## config.mk

```make
export PLATFORM = sky130hd
export DESIGN_NAME = pc_sequencer
export DESIGN_NICKNAME = d
export VERILOG_FILES = /design/src/rtl/pc_sequencer.sv
export SDC_FILE = /design/constraint.sdc
export NUM_CORES = 1
export LEC_CHECK = 0
export ABC_AREA = 1
export ABC_CLOCK_PERIOD_IN_PS = 2800
export CAP_MARGIN = 20
export CORE_MARGIN = 2
export CORE_UTILIZATION = 41
export CTS_CLUSTER_SIZE = 14
export DETAILED_ROUTE_END_ITERATION = 10
export PLACE_DENSITY = 0.93
export SYNTH_ARGS = -nofsm -noshare
export SYNTH_HDL_FRONTEND = slang
export SYNTH_SLANG_ARGS = --single-unit
```

## constraint.sdc

```tcl
create_clock -name clk -period 2.8 [get_ports clk]
set_input_delay 0.28 -clock clk [delete_from_list [all_inputs] [get_ports clk]]
set_output_delay 0.28 -clock clk [all_outputs]
set_load 0.02 [all_outputs]
```

## src/rtl/pc_sequencer.sv

```systemverilog
// pc_sequencer: program-counter stage of the KGP_RISC datapath.
// It holds the architectural PC and feeds it, with a constant step, into the
// shared 32-bit adder. The adder's sum comes back as the sequential next PC.
// It then picks between the sequential, branch and jump targets, and handles
// the start, stall and halt controls.
// Optional feature macro: PC_MISALIGN_TRAP_EN. When it is defined, a
// misaligned redirect target halts the core and raises a sticky misalign_err.
// When it is undefined, target bits [1:0] are cleared on load.
module pc_sequencer #(
    parameter logic [31:0] RESET_PC       = 32'h0000_0000,
    parameter logic [31:0] PC_STEP        = 32'd4,
    parameter int          IMEM_ADDR_BITS = 10
) (
    input  logic                      clk,
    input  logic                      rst,
    input  logic                      start,
    input  logic                      stall,
    input  logic                      branch_taken,
    input  logic [31:0]               branch_target,
    input  logic                      jump,
    input  logic [31:0]               jump_target,
    input  logic                      halt,
    output logic [31:0]               add_in_a,
    output logic [31:0]               add_in_b,
    input  logic [31:0]               add_result,
    output logic [31:0]               pc,
    output logic [IMEM_ADDR_BITS-1:0] imem_addr,
    output logic                      pc_valid,
    output logic                      halted,
    output logic [31:0]               retired_count
`ifdef PC_MISALIGN_TRAP_EN
    ,
    output logic                      misalign_err
`endif
);

    typedef enum logic [1:0] {
        IDLE   = 2'd0,
        RUN    = 2'd1,
        HALTED = 2'd2
    } state_t;

    state_t      state_q;
    logic [31:0] pc_q;
    logic [31:0] retired_q;
    logic        pc_valid_q;
    logic        halted_q;

    logic        redirect_d;
    logic [31:0] target_raw_d;
    logic [31:0] target_d;

`ifdef PC_MISALIGN_TRAP_EN
    logic        misalign_q;
    logic        misaligned_d;
`else
    logic        unused_target_lsbs;
`endif

    // Redirect target selection: a jump outranks a taken branch.
    always_comb begin
        redirect_d   = jump | branch_taken;
        target_raw_d = jump ? jump_target : branch_target;
`ifdef PC_MISALIGN_TRAP_EN
        target_d     = target_raw_d;
        misaligned_d = redirect_d && (target_raw_d[1:0] != 2'b00);
`else
        target_d           = {target_raw_d[31:2], 2'b00};
        unused_target_lsbs = ^target_raw_d[1:0];
`endif
    end

    // Sequencer FSM. It owns the PC, the retire counter and the status outputs.
    always_ff @(posedge clk) begin
        if (rst) begin
            state_q    <= IDLE;
            pc_q       <= RESET_PC;
            retired_q  <= 32'd0;
            pc_valid_q <= 1'b0;
            halted_q   <= 1'b0;
`ifdef PC_MISALIGN_TRAP_EN
            misalign_q <= 1'b0;
`endif
        end else begin
            case (state_q)
                IDLE: begin
                    // The PC is left unchanged, so the first fetch is RESET_PC.
                    if (start) begin
                        state_q    <= RUN;
                        pc_valid_q <= 1'b1;
                    end
                end
                RUN: begin
                    if (halt) begin
                        // The PC of the halt cycle is kept for debug.
                        state_q    <= HALTED;
                        pc_valid_q <= 1'b0;
                        halted_q   <= 1'b1;
                    end else if (redirect_d) begin
`ifdef PC_MISALIGN_TRAP_EN
                        if (misaligned_d) begin
                            state_q    <= HALTED;
                            pc_q       <= target_d;
                            pc_valid_q <= 1'b0;
                            halted_q   <= 1'b1;
                            misalign_q <= 1'b1;
                        end else begin
                            pc_q <= target_d;
                            if (!stall) begin
                                retired_q <= retired_q + 32'd1;
                            end
                        end
`else
                        pc_q <= target_d;
                        if (!stall) begin
                            retired_q <= retired_q + 32'd1;
                        end
`endif
                    end else if (!stall) begin
                        pc_q      <= add_result;
                        retired_q <= retired_q + 32'd1;
                    end
                end
                HALTED: begin
                    // Only reset leaves this state.
                    state_q <= HALTED;
                end
                default: begin
                    state_q    <= IDLE;
                    pc_valid_q <= 1'b0;
                    halted_q   <= 1'b0;
                end
            endcase
        end
    end

    // The adder operands and the fetch address are taken directly from the PC register.
    always_comb begin
        add_in_a      = pc_q;
        add_in_b      = PC_STEP;
        pc            = pc_q;
        imem_addr     = pc_q[IMEM_ADDR_BITS+1:2];
        pc_valid      = pc_valid_q;
        halted        = halted_q;
        retired_count = retired_q;
`ifdef PC_MISALIGN_TRAP_EN
        misalign_err  = misalign_q;
`endif
    end

endmodule

```

* After elaboration in Yosys (flattened, before gate mapping)
Index checks and enable logic that the tools add are counted.
Cells by class: $add $sub $neg 1, eq/ne operators 5, mux-type cells 11, reduce and logical (&&, ||, !) cells 7, bitwise logic cells 5
Operators with widths (count):
- $mux W32 | 3
- $add A32 B1 Y32 const B | 1
- $reduce_and A3 Y1 | 3
- $pmux W2 S3 | 1
- $mux W2 | 2
- $ne A2 B2 Y1 const B | 2
- $not A1 Y1 | 4
- $reduce_and A2 Y1 | 2
- $mux W1 | 3
- $pmux W1 S3 | 1
- $eq A2 B1 Y1 const B | 1
- $eq A2 B2 Y1 const B | 1
- $logic_not A2 Y1 | 1
- $ne A2 B1 Y1 const B | 1
- $pmux W1 S2 | 1
- $reduce_or A2 Y1 | 1
- $or A1 B1 Y1 | 1
Word-level totals: logic and storage cells 34, register bits 68

* Longest topological paths before layout
word-level depth 4, depth in mapped cells 11, mapped depth without buffers 11

* Worst setup path before layout
Ideal clock, no wire load.
path type register -> register, start point register retired_q[1] (netlist: retired_count[1]), end point register retired_q[22] (netlist: retired_count[22]), period minus slack after synthesis 1502 ps, path buffers 0, setup slack 1298 ps, library setup time 131 ps, required time 2669 ps, stages on the path, launching flop included 8, data arrival time 1371 ps, path through dfxtp_1 -> ha_1 -> inv_1 -> nor2_2 -> nand3_1 -> nor2_4 -> nand3_1 -> nor3b_1
On the way: cells in the longest elaborated chain, start to end 1
RTL lines:
- start: declaration | line 45 | logic [31:0] retired_q;
- start signal: assignment | line 116 | retired_q <= retired_q + 32'd1;
- start signal: assignment | line 121 | retired_q <= retired_q + 32'd1;
- $add A32 B1 Y32 | line 116, 121
No other way between the ends. A chain may end at the register's enable or synchronous reset.

* Worst setup path in the final report
start point input branch_taken, end point register pc_q[11] (netlist: add_in_a[11])
On the way: cells in the longest elaborated chain, start to end 3, elaborated cells on any way between the ends 4
RTL lines:
- start: declaration | line 18 | input logic branch_taken,
- $or A1 B1 Y1 * | line 62 | redirect_d = jump | branch_taken;
- $ne A2 B1 Y1 (no line)
- $reduce_and A3 Y1 (no line)
- end signal: assignment | line 114 | pc_q <= target_d;
- end signal: assignment | line 120 | pc_q <= add_result;
- end: declaration | line 44 | logic [31:0] pc_q;
Every way passes the cells marked *; elsewhere a longest branch is shown, timed or not.

==> out/results.ini <==
[global_routing]
grt_remaining_overflow = 0
groute.usage.overall_pct = 22.7
grt_pass1_wl_um = 18700
grt_max_degree = 62
antenna_found_initial = 0
grt_pass1_vias = 3809

[sta]
slew_violations = 0
slew_headroom_pct = 37.4
worst_pin_slew_ns = 0.937
fin_skew_ns = 0.00918
setup_slack_ns = 0.845
clock.fmax_mhz = 512
grt_setup_unrepaired = no
fin_crit_sh_pct = 69.8
min_period_ns = 1.95
finalSetupTns_ns = 0
holdWs_ns = 0.500
hold_viol_final = 0
setup_viol = 0

[route]
firstDrtPassIters = 4
drtIter0Drc = 142
viasPerCell = 4.94
ant_nets = 0
drc_errors = 0
finalWirelength_um = 12400
drt-wirelength-per-cell_um = 14.5
num_vias = 4221

[worst_setup_path]
required_ns = 3.01
r2r_start = state_q[1]$_SDFFE_PP0P_
path_cells = clkdlybuf4s50_1, nor2_1, inv_1, o22ai_1, o21bai_1, a21oi_1
crit_fanout = 28
worstSetupPathType = primary input to flip-flop
start_kind = primary input
r2r_setup_slack_ns = 0.87
r2r_cells = 10
end_kind = flip-flop
worstReg2RegEnd = retired_count[28]$_SDFFE_PP0P_
crit_path_top_delay_cell = inv_1
worstSetupStartpoint = branch_taken
cp.arrival_ns = 2.17
slowest_delay_ns = 0.52
crit_path_end = add_in_a[11]$_SDFFE_PP0P_

[synthesis]
synth_seq_cells = 68
ys_seq_area_share_pct = 34.0
ys_async_sr_fraction_pct = 0
ys_types = 30
syn_inst = 561
synth_edf_count = 0
netlist_area_um2 = 4000
ys.flop_type = dfxtp_1
ys_warn_count = 0
avgSynthCellArea_um2 = 7.13

[clock_network]
postCtsResizedCells = 0
hold_buffers = 0
clkLatencyLatePin_ns = 0.34
post_cts_buffers = 0
cts_buffers = 9
cts.sinks = 68
ctsHtreeMaxLevel = 3
cts_tree = done
clk_pin_slew_ns = 0.08
cts_root_buffer = clkbuf_8
cts_buffer_depth = 2

[placed_design]
hpwl_um = 9450
pre_cts_ws_ns = 0.498
io_buffer_count = 206
place_congestion = 0.902

[die]
start_util_pct = 41.5
ios = 243
dieArea_um2 = 10600
die_h_um = 103
rows = 36
dieWidth_um = 103
coreArea_um2 = 9640

[power]
powerDensity_nw_per_um2 = 557
power.leakage_nw = 2.22
ir_worst_vdd_uv = 405
power.total_mw = 3.31

[layout]
fillers = 825
antenna_cells = 0
area_growth_pct = 48.4
fin_nets = 824
final_common_cell = clkdlybuf4s50_1
most-common-layout-cells = 206 x clkdlybuf4s50_1, 74 x nand2_1, 68 x dfxtp_1
drive_gt1_share_pct = 5.40
utilization_pct = 61.6

[outcome]
status = finished, final reports clean

[worst_hold_path]
min_path_type = flip-flop to flip-flop

[job]
maxCapViolations = 0

[worst min-delay path by stage]
stage	startpoint	end	slack [ns]	cells after the start
after floorplan	add_result[0]	add_in_a[0]$_SDFFE_PP0P_	0.44	2
after global placement	retired_count[18]$_SDFFE_PP0P_	retired_count[18]$_SDFFE_PP0P_	0.47	1
after detailed placement	retired_count[18]$_SDFFE_PP0P_	retired_count[18]$_SDFFE_PP0P_	0.48	1
after CTS	retired_count[18]$_SDFFE_PP0P_	retired_count[18]$_SDFFE_PP0P_	0.50	1
after global routing	add_result[1]	add_in_a[1]$_SDFFE_PP0P_	0.52	3
final	retired_count[18]$_SDFFE_PP0P_	retired_count[18]$_SDFFE_PP0P_	0.50	1
[area by class of cell]
type / count / area, µm² / area share (%)
clock buffer: 10 / 138 / 2.32
clock inverter: 6 / 63.8 / 1.08
inverter: 47 / 176 / 2.97
multi-input combinational: 379 / 1920 / 32.4
sequential: 68 / 1360 / 22.9
tap: 133 / 166 / 2.80
timing repair buffer: 212 / 2110 / 35.5
[critical path: cells and delay by family]
family / cells / cell delay (ns)
AO/OA/AOI/OAI: 3 / 0.59
buffers and inverters: 2 / 0.94
AND/OR/NAND/NOR: 1 / 0.35
[metal layers]
layer / vias to the layer above / wire [µm] / part of all wire (%) / track usage (%)
li1: 2077 / - / - / -
met1: 1899 / 4750 / 38 / 26.0
met2: 213 / 6010 / 48 / 38.2
met3: 32 / 1190 / 9.6 / 9.08
met4: 0 / 435 / 3.5 / 8.81
met5: - / 0 / 0 / 0
[state kept, by name, summed over array words and instances (netlist names)]
name	cells
pc_valid	1
add_in_a	32
state_q	2
halted	1
retired_count	32
[logic make-up after synthesis]
| family | share of synthesized area (%) |
|---|---|
| adders and majority gates | 1.25 |
| xor gates and xnor gates | 1.09 |
| DFF | 34.0 |
| and+or+nand+nor | 20.3 |
| buffers and inverters | 20.9 |
| AOI/OAI and AO/OA | 22.3 |
| other | 0.188 |
[power by group]
group | internal (mW) | leakage [nW] | switching (mW) | total, mW
clock | 0.434 | 0.0983 | 0.390 | 0.824
combinational | 0.616 | 1.57 | 0.684 | 1.30
sequential | 1.09 | 0.551 | 0.0980 | 1.19
total | 2.14 | 2.22 | 1.17 | 3.31
[metrics by stage]
stage,cell area [µm²],cells
after floorplan,4110,591
after global placement,5730,839
after detailed placement,5730,839
after CTS,5940,855
after global routing,5940,855
final,5940,855
[cells in the mapped netlist, drive strengths merged (10+ instances only)]
master | count | area, µm²
clkbuf | 13 | 52.6
buf | 84 | 607
o21bai | 31 | 233
dfxtp | 68 | 1360
nor2 | 73 | 307
o22ai | 30 | 188
inv | 47 | 176
nand4 | 10 | 62.6
nand2 | 75 | 284
o21ai | 44 | 220
a21oi | 44 | 224
nand3 | 24 | 135
(Power assumes the default switching activity.)
